$ cat config.mk
export PLATFORM = sky130hd
export DESIGN_NAME = muldiv_iter
export DESIGN_NICKNAME = d
export VERILOG_FILES = /design/src/rtl/muldiv_pkg.sv /design/src/rtl/muldiv_step.sv /design/src/rtl/muldiv_iter.sv
export SDC_FILE = /design/constraint.sdc
export NUM_CORES = 1
export LEC_CHECK = 0
export CORE_MARGIN = 2
export CORE_UTILIZATION = 59
export CTS_CLUSTER_DIAMETER = 80
export CTS_CLUSTER_SIZE = 24
export DETAILED_ROUTE_END_ITERATION = 8
export PLACE_DENSITY = 0.89
export RECOVER_POWER = 50
export SYNTH_ARGS = -nofsm -noshare
export SYNTH_HDL_FRONTEND = slang
export SYNTH_SLANG_ARGS = --single-unit
$ cat constraint.sdc
create_clock -name clk_i -period 4.8 [get_ports clk_i]
set_input_delay 0.72 -clock clk_i [delete_from_list [all_inputs] [get_ports clk_i]]
set_output_delay 0.72 -clock clk_i [all_outputs]
set_load 0.03 [all_outputs]
$ cat src/rtl/muldiv_pkg.sv
// Shared definitions for the iterative multiply/divide unit.
// Latency: n/a (types and constants only).
// Backpressure: n/a.
// Contents: op encodings, FSM state enum, default datapath width XLEN.
package muldiv_pkg;

    localparam int XLEN = 32;

    // Bit 1 of the op selects divide; bit 0 selects the "other half" of the result.
    typedef enum logic [1:0] {
        OP_MUL   = 2'b00,
        OP_MULHU = 2'b01,
        OP_DIVU  = 2'b10,
        OP_REMU  = 2'b11
    } op_e;

    typedef enum logic [1:0] {
        S_IDLE = 2'b00,
        S_RUN  = 2'b01,
        S_DONE = 2'b10
    } state_e;

endpackage

$ cat src/rtl/muldiv_step.sv
// One shift-add multiply or restoring divide iteration (purely combinational).
// Latency: 0 cycles.
// Backpressure: none; the caller decides when to register the outputs.
// Ports:
//   is_div          : 1 = restoring-divide step, 0 = shift-add multiply step
//   hi / lo         : current {hi, lo} product halves, or {R, Q} for divide
//   opnd            : multiplicand (multiply) or divisor (divide)
//   hi_nxt / lo_nxt : values after this iteration
import muldiv_pkg::*;

module muldiv_step #(
    parameter int WIDTH = XLEN
) (
    input  logic             is_div,
    input  logic [WIDTH-1:0] hi,
    input  logic [WIDTH-1:0] lo,
    input  logic [WIDTH-1:0] opnd,
    output logic [WIDTH-1:0] hi_nxt,
    output logic [WIDTH-1:0] lo_nxt
);

    logic [WIDTH:0]   mul_sum;
    logic [WIDTH:0]   div_shr;
    logic [WIDTH:0]   div_t;
    logic [WIDTH-1:0] div_shq;

    always_comb begin
        // Multiply: conditionally add the multiplicand into hi (keeping the
        // carry), then shift {carry, hi, lo} right by one.
        mul_sum = {1'b0, hi};
        if (lo[0]) begin
            mul_sum = {1'b0, hi} + {1'b0, opnd};
        end

        // Divide: shift {R, Q} left, then trial-subtract the divisor. R never
        // exceeds WIDTH bits (R < divisor, or R is a dividend prefix when the
        // divisor is zero), so only the shifted-in bit widens it.
        div_shr = {hi, lo[WIDTH-1]};
        div_shq = {lo[WIDTH-2:0], 1'b0};
        div_t   = div_shr - {1'b0, opnd};

        hi_nxt = mul_sum[WIDTH:1];
        lo_nxt = {mul_sum[0], lo[WIDTH-1:1]};
        if (is_div) begin
            if (!div_t[WIDTH]) begin
                hi_nxt = div_t[WIDTH-1:0];
                lo_nxt = {div_shq[WIDTH-1:1], 1'b1};
            end else begin
                hi_nxt = div_shr[WIDTH-1:0];
                lo_nxt = div_shq;
            end
        end
    end

endmodule

$ cat src/rtl/muldiv_iter.sv
// Iterative unsigned MUL/MULHU/DIVU/REMU unit, one result bit per cycle.
// Latency: done_o WIDTH+1 cycles after start_i (1 cycle for trivial zero cases
//   when MULDIV_FAST_ZERO_EN is defined); one op per WIDTH+1 cycles.
// Backpressure: busy_o stalls the pipeline; start_i is ignored while busy_o=1.
// Optional feature macro: MULDIV_FAST_ZERO_EN (zero-operand shortcut).
// Ports:
//   clk_i, rst_i      : clock, asynchronous active-high reset
//   start_i, op_i     : request pulse and operation (sampled together)
//   data1_i, data2_i  : rs1 operand, operand-mux output
//   busy_o, done_o    : in-flight flag, one-cycle completion pulse
//   data_o            : result, held until the next completion
import muldiv_pkg::*;

module muldiv_iter #(
    parameter int WIDTH = XLEN
) (
    input  logic             clk_i,
    input  logic             rst_i,
    input  logic             start_i,
    input  logic [1:0]       op_i,
    input  logic [WIDTH-1:0] data1_i,
    input  logic [WIDTH-1:0] data2_i,
    output logic             busy_o,
    output logic             done_o,
    output logic [WIDTH-1:0] data_o
);

    localparam int CNT_W = $clog2(WIDTH) + 1;
    localparam logic [CNT_W-1:0] CNT_LAST = CNT_W'(WIDTH - 1);

    state_e           state;
    state_e           state_nxt;
    logic [CNT_W-1:0] cnt;
    op_e              op_q;
    logic [WIDTH-1:0] hi;
    logic [WIDTH-1:0] lo;
    logic [WIDTH-1:0] opnd;
    logic [WIDTH-1:0] hi_nxt;
    logic [WIDTH-1:0] lo_nxt;
    logic [WIDTH-1:0] result;
    logic             accept;
    logic             finish;
    logic             fast_hit;

    muldiv_step #(
        .WIDTH (WIDTH)
    ) u_step (
        .is_div (op_q[1]),
        .hi     (hi),
        .lo     (lo),
        .opnd   (opnd),
        .hi_nxt (hi_nxt),
        .lo_nxt (lo_nxt)
    );

    // MUL and DIVU take the low/quotient half; MULHU and REMU the high/remainder half.
    always_comb begin
        result = lo_nxt;
        if (op_q == OP_MULHU || op_q == OP_REMU) begin
            result = hi_nxt;
        end
    end

`ifdef MULDIV_FAST_ZERO_EN
    logic [WIDTH-1:0] fast_res;

    // Cases whose answer is known without iterating; values match what the
    // full iteration would produce.
    always_comb begin
        fast_hit = 1'b0;
        fast_res = '0;
        case (op_e'(op_i))
            OP_MUL, OP_MULHU: begin
                fast_hit = (data1_i == '0) || (data2_i == '0);
                fast_res = '0;
            end
            OP_DIVU: begin
                fast_hit = (data2_i == '0);
                fast_res = '1;
            end
            OP_REMU: begin
                fast_hit = (data2_i == '0);
                fast_res = data1_i;
            end
            default: begin
                fast_hit = 1'b0;
                fast_res = '0;
            end
        endcase
    end
`else
    assign fast_hit = 1'b0;
`endif

    always_ff @(posedge clk_i or posedge rst_i) begin
        if (rst_i) begin
            state <= S_IDLE;
        end else begin
            state <= state_nxt;
        end
    end

    always_comb begin
        state_nxt = state;
        accept    = 1'b0;
        finish    = 1'b0;
        case (state)
            S_IDLE, S_DONE: begin
                if (start_i) begin
                    accept    = 1'b1;
                    state_nxt = fast_hit ? S_DONE : S_RUN;
                end else begin
                    state_nxt = S_IDLE;
                end
            end
            S_RUN: begin
                if (cnt == CNT_LAST) begin
                    finish    = 1'b1;
                    state_nxt = S_DONE;
                end
            end
            default: begin
                state_nxt = S_IDLE;
            end
        endcase
    end

    always_ff @(posedge clk_i or posedge rst_i) begin
        if (rst_i) begin
            cnt    <= '0;
            op_q   <= OP_MUL;
            hi     <= '0;
            lo     <= '0;
            opnd   <= '0;
            data_o <= '0;
        end else if (accept) begin
            cnt  <= '0;
            op_q <= op_e'(op_i);
            hi   <= '0;
            // Multiply iterates over the multiplier (data2) in lo; divide
            // shifts the dividend (data1) out of Q.
            if (op_i[1]) begin
                lo   <= data1_i;
                opnd <= data2_i;
            end else begin
                lo   <= data2_i;
                opnd <= data1_i;
            end
`ifdef MULDIV_FAST_ZERO_EN
            if (fast_hit) begin
                data_o <= fast_res;
            end
`endif
        end else if (state == S_RUN) begin
            cnt <= cnt + 1'b1;
            hi  <= hi_nxt;
            lo  <= lo_nxt;
            if (finish) begin
                data_o <= result;
            end
        end
    end

    assign busy_o = (state == S_RUN);
    assign done_o = (state == S_DONE);

endmodule

# Word-level counts from Yosys, hierarchy flattened
# Cells that the tools add are included.
totals:
  reg_bits: 138
  latchBits: 0
  mem_bits_rw: 0
  rom_bits: 0
  n_memories: 0
classes:
  addsub: 3
  multipliers: 0
  div: 0
  order_cmp: 0
  eq_ne: 6
  shifts: 0
  n_mux: 21
  bitwise_logic: 1
  reduce_logical: 5
ops:
  columns: ["op", "n"]
  rows:
  - ["$mux W32", 10]
  - ["$add A32 B32 Y33", 1]
  - ["$mux W33", 1]
  - ["$sub A33 B32 Y33", 1]
  - ["$mux W6", 2]
  - ["$add A6 B1 Y6 const B", 1]
  - ["$eq A6 B5 Y1 const B", 1]
  - ["$mux W1", 6]
  - ["$eq A2 B1 Y1 const B", 2]
  - ["$eq A2 B2 Y1 const B", 2]
  - ["$pmux W2 S2", 1]
  - ["$reduce_and A3 Y1", 1]
  - ["$logic_not A2 Y1", 1]
  - ["$mux W2", 1]
  - ["$ne A2 B1 Y1 const B", 1]
  - ["$reduce_bool A2 Y1", 1]
  - ["$reduce_or A2 Y1", 1]
  - ["$logic_or A1 B1 Y1", 1]
  - ["$not A1 Y1", 1]

# Logic depth before layout (Yosys ltp)
depth:
  depth_word: 5
  ltp_mapped: 14
  depth_no_buf: 13

# Hierarchy
# A second synthesis with hierarchy kept.
unflattened:
  hier_cells: 1277
  area_unflattened_um2: 11210.8
by_module_without_submodules:
  columns: ["mod", "n_inst", "cells_each", "area_each_um2"]
  rows:
  - ["muldiv_iter", 1, 571, 6412.4]
  - ["muldiv_step", 1, 706, 4798.4]

# Least setup slack after synthesis
# OpenSTA, ideal clock, no wires.
synth_timing:
  path_kind: "flip-flop to flip-flop"
  from: "register lo[31]"
  to: "register data_o[16]"
  setup_ns: 0.126
  arrival_time_ns: 2.767
  t_required_ns: 4.674
  setup_slack_ns: 1.907
  stages_incl_launch_ff: 15
  path_buffers: 1
  synth_period_minus_slack_ns: 2.893
  path_cell_list: "dfrtp_1 inv_1 ha_1 inv_1 fa_1 a211oi_2 o211ai_1 nand2_1 o21a_1 o221ai_2 nor2_8 buf_6 nand3_1 o311a_1 a221o_1"
synth_between:
  elab_chain_len: 4
synth_rtl:
  columns: ["item", "line_no", "rtl"]
  rows:
  - ["start, declared", "muldiv_iter.sv:36", "logic [WIDTH-1:0] lo;"]
  - ["start signal, assigned", "muldiv_iter.sv:143", "lo <= data1_i;"]
  - ["start signal, assigned", "muldiv_iter.sv:146", "lo <= data2_i;"]
  - ["start signal, assigned", "muldiv_iter.sv:157", "lo <= lo_nxt;"]
  - ["$sub A33 B32 Y33", "muldiv_step.sv:40", "div_t = div_shr - {1'b0, opnd};"]
  - ["$mux W32", "muldiv_step.sv:45", "if (!div_t[WIDTH]) begin"]
  - ["$mux W32", "muldiv_step.sv:44", "if (is_div) begin"]
  - ["$mux W32", "muldiv_iter.sv:59", "if (op_q == OP_MULHU || op_q == OP_REMU) begin"]
  - ["end signal, assigned", "muldiv_iter.sv:159", "data_o <= result;"]
  - ["end, declared", "muldiv_iter.sv:25", "output logic [WIDTH-1:0] data_o"]
# No other way between the ends.
# A chain may end at the register's enable or synchronous reset.

# Worst setup path after layout
layout_timing:
  from: "register lo[31]"
  to: "register data_o[5]"
# Same word-level chain as after synthesis.

==> flow_metrics.py <==
metrics = {
    "critical_path": {
        "crit_fanout": 36,
        "criticalPathCategory": "flip-flop to flip-flop",
        "cp_common_cell": "inv_1",
        "cp_slowest_cell": "nor2_8",
        "worstSetupEndpointType": "flip-flop",
        "critPathLaunchType": "flip-flop",
        "r2r_slack_ns": 0.88,
        "critPathRequiredTime_ns": 5.11,
        "worstPathArrival_ns": 4.23,
        "cpPeakStageDelay_ns": 0.63,
        "worstPathCellList": "inv_1 -> ha_1 -> inv_1 -> fa_1 -> a211oi_2 -> o211ai_1 -> nand2_1 -> o21a_1 -> o221ai_2 -> nor2_8 -> mux2_2 -> a311oi_1 -> nor2_1",
    },
    "clock_tree": {
        "post_cts_buffers": 0,
        "cts_buffers": 17,
        "cts_num_sinks": 138,
        "clock-root-buffer": "clkbuf_16",
        "clkLatencyLatePin_ns": 0.44,
        "clk_pin_slew_ns": 0.07,
        "clk_path_buf_depth": 2,
        "cts_resized": 0,
        "hold_buffers": 0,
        "h-tree-depth": 4,
        "cts_tree": "built",
    },
    "timing": {
        "worstMarginPinSlew_ns": 1.82,
        "rsz0062_at_grt": "false",
        "finalHoldViolCount": 0,
        "finalClockSkew_ns": 0.0122,
        "slew_viol_final": 160,
        "finalSetupViolations": 0,
        "finalCriticalPeriod_ns": 3.92,
        "finalCritPeriodShare_pct": 81.6,
        "fin_setup_tns_ns": 0,
        "timing.fmax_mhz": 255,
        "slew_headroom_pct": -21.4,
    },
    "synth": {
        "synth.top_cell.area_share_pct": 30.8,
        "netlist.top_cell.by_area": "dfrtp_1",
        "ys_top_cells_by_area": "dfrtp_1 (31%), mux2i_1 (11%), ha_1 (7.2%), nand2_1 (5.4%), a21oi_1 (5.3%)",
        "synth_cell_types": 78,
        "synth_edf_count": 0,
        "yosys.cell_count.top_type": "nand2_1",
        "synthArstFlopShare_pct": 100,
        "avgSynthCellArea_um2": 8.46,
        "synth_common_cells": "nand2_1 (162), dfrtp_1 (138), mux2i_1 (124), a21oi_1 (120), o21ai_0 (104)",
        "synth_fp_nets": 1463,
        "synth_seq_cells": 138,
        "ys_seq_area_share_pct": 30.8,
        "synthesis.area_um2": 11200,
        "yosysWarnings": 0,
        "syn_inst": 1327,
        "ys.flop_type": "dfrtp_1",
    },
    "die": {
        "start_util_pct": 60.0,
        "core_area_um2": 18700,
        "io_pins": 103,
        "rows": 50,
        "die_h_um": 142,
        "dieArea_um2": 20100,
        "die_w_um": 142,
    },
    "global_route": {
        "grt.overflow.total": 0,
        "grt_pass1_wl_um": 58600,
        "grt_usage_pct": 37.5,
        "antenna_found_initial": 0,
        "grt_max_degree": 104,
        "grt_pass1_vias": 10600,
    },
    "placed_design": {
        "post-dp-hpwl_um": 26500,
        "place_congestion": 1.01,
        "io_buffers": 102,
    },
    "route": {
        "drt-initial-drc-count": 1446,
        "viasPerCell": 6.89,
        "dr_wl_met2_um": 16200,
        "drt_first_pass_iters": 5,
        "wl_met1_um": 15200,
        "antenna_left": 0,
        "drt-total-wl_um": 37100,
        "routed-wl-met3_um": 4750,
        "wire_per_inst_um": 22.9,
        "drc": 0,
        "routed.top_layer": "met4",
        "route.vias.total": 11200,
    },
    "outcome": {
        "status": "finished with violations",
        "failed_checks": "max-capacitance violations, max-slew violations",
    },
    "layout": {
        "multiInputGateArea_um2": 7250,
        "seq_area_um2": 3460,
        "area_growth_pct": 14.6,
        "final_nets": 1510,
        "drive_gt1_share_pct": 5.12,
        "fill_cells": 1383,
        "diodes": 0,
    },
    "hold_path": {
        "worstHoldPathType": "flip-flop to flip-flop",
    },
    "flow_run": {
        "maxCapViolCount": 3,
    },
}
-- flip-flops by register name, indices dropped and copies added, names as in the netlist --
| signal | cells |
|---|---|
| data_o | 32 |
| hi | 32 |
| lo | 32 |
| opnd | 32 |
| cnt | 6 |
| op_q | 2 |
| state | 2 |
-- layout make-up --
cell class                 count  share of cell area (%)
timing repair buffer         112                    8.41
inverter                      49                    1.47
multi-input combinational   1056                    56.4
clock inverter                14                    1.17
sequential                   138                    26.9
tap                          234                    2.28
clock buffer                  18                    3.41
-- kinds of logic (layout without fill, tap and decap cells) --
kind of cell	count (synthesis)	in the layout	share of synthesized area [%]
AO/OA/AOI/OAI	449	449	26.5
buffers and inverters	133	193	4.74
AND/OR/NAND/NOR	361	361	14.8
flip-flops	138	138	30.8
adder cells (fa/ha/maj)	67	67	7.60
XOR/XNOR	51	51	3.98
multiplexers	128	128	11.7
-- per-layer routing --
metal	vias to the layer above	track usage, %
li1	5021	-
met1	5330	53.6
met2	724	55.5
met3	88	10.7
met4	0	11.2
met5	-	0
-- critical path, delay by kind of cell (launching register included) --
family                   cells  cell delay, ns
adder cells (fa/ha/maj)      2            0.58
buffers and inverters        2            0.16
AO/OA/AOI/OAI                5            1.37
AND/OR/NAND/NOR              3            0.84
multiplexers                 1            0.44
flip-flops                   1            0.39
-- placed cells by master (no fill, tap or decap), drive strengths merged, types with 9 or more instances in the layout --
| cell type | instances |
|---|---|
| o211ai | 15 |
| xnor2 | 34 |
| dfrtp | 138 |
| nand2b | 13 |
| a21o | 29 |
| o21ai | 106 |
| xor2 | 17 |
| a21oi | 123 |
| a31oi | 9 |
| nor2b | 16 |
| clkdlybuf4s50 | 99 |
| nand3 | 18 |
| ha | 65 |
| o21a | 12 |
| mux2i | 125 |
| clkbuf | 21 |
| nand2 | 162 |
| inv | 58 |
| o221ai | 28 |
| nand4 | 17 |
| a211o | 13 |
| o31ai | 14 |
| nor3 | 32 |
| a211oi | 24 |
| nor2 | 69 |
| a22o | 20 |
-- through the flow --
step / hold WS, ns / setup WS [ns] / util (%) / instances / instance area (µm²)
finish: 0.506 / 0.882 / 68.8 / 1621 / 12900
CTS: 0.503 / 0.936 / 68.9 / 1621 / 12900
global route: 0.524 / 0.689 / 68.8 / 1621 / 12900
global placement: 0.488 / 1.23 / 65.7 / 1589 / 12300
detailed placement: 0.487 / 1.05 / 65.7 / 1589 / 12300
floorplan: 0.475 / 0.384 / - / 1327 / 11200
-- worst paths after layout --
check / start / end / cells after the start
worst max register to register: lo[31] / data_o[5] / 13
worst min-delay path: data_o[4] / data_o[4] / 2
worst max-delay path: lo[31] / data_o[5] / 13
worst min register to register: data_o[4] / data_o[4] / 2
max in group asynchronous: rst_i / hi[11] / 3
min in group asynchronous: rst_i / opnd[24] / 2
Power is not shown: default switching activity piles up to over one toggle a cycle in this logic, so the estimate is an artifact.
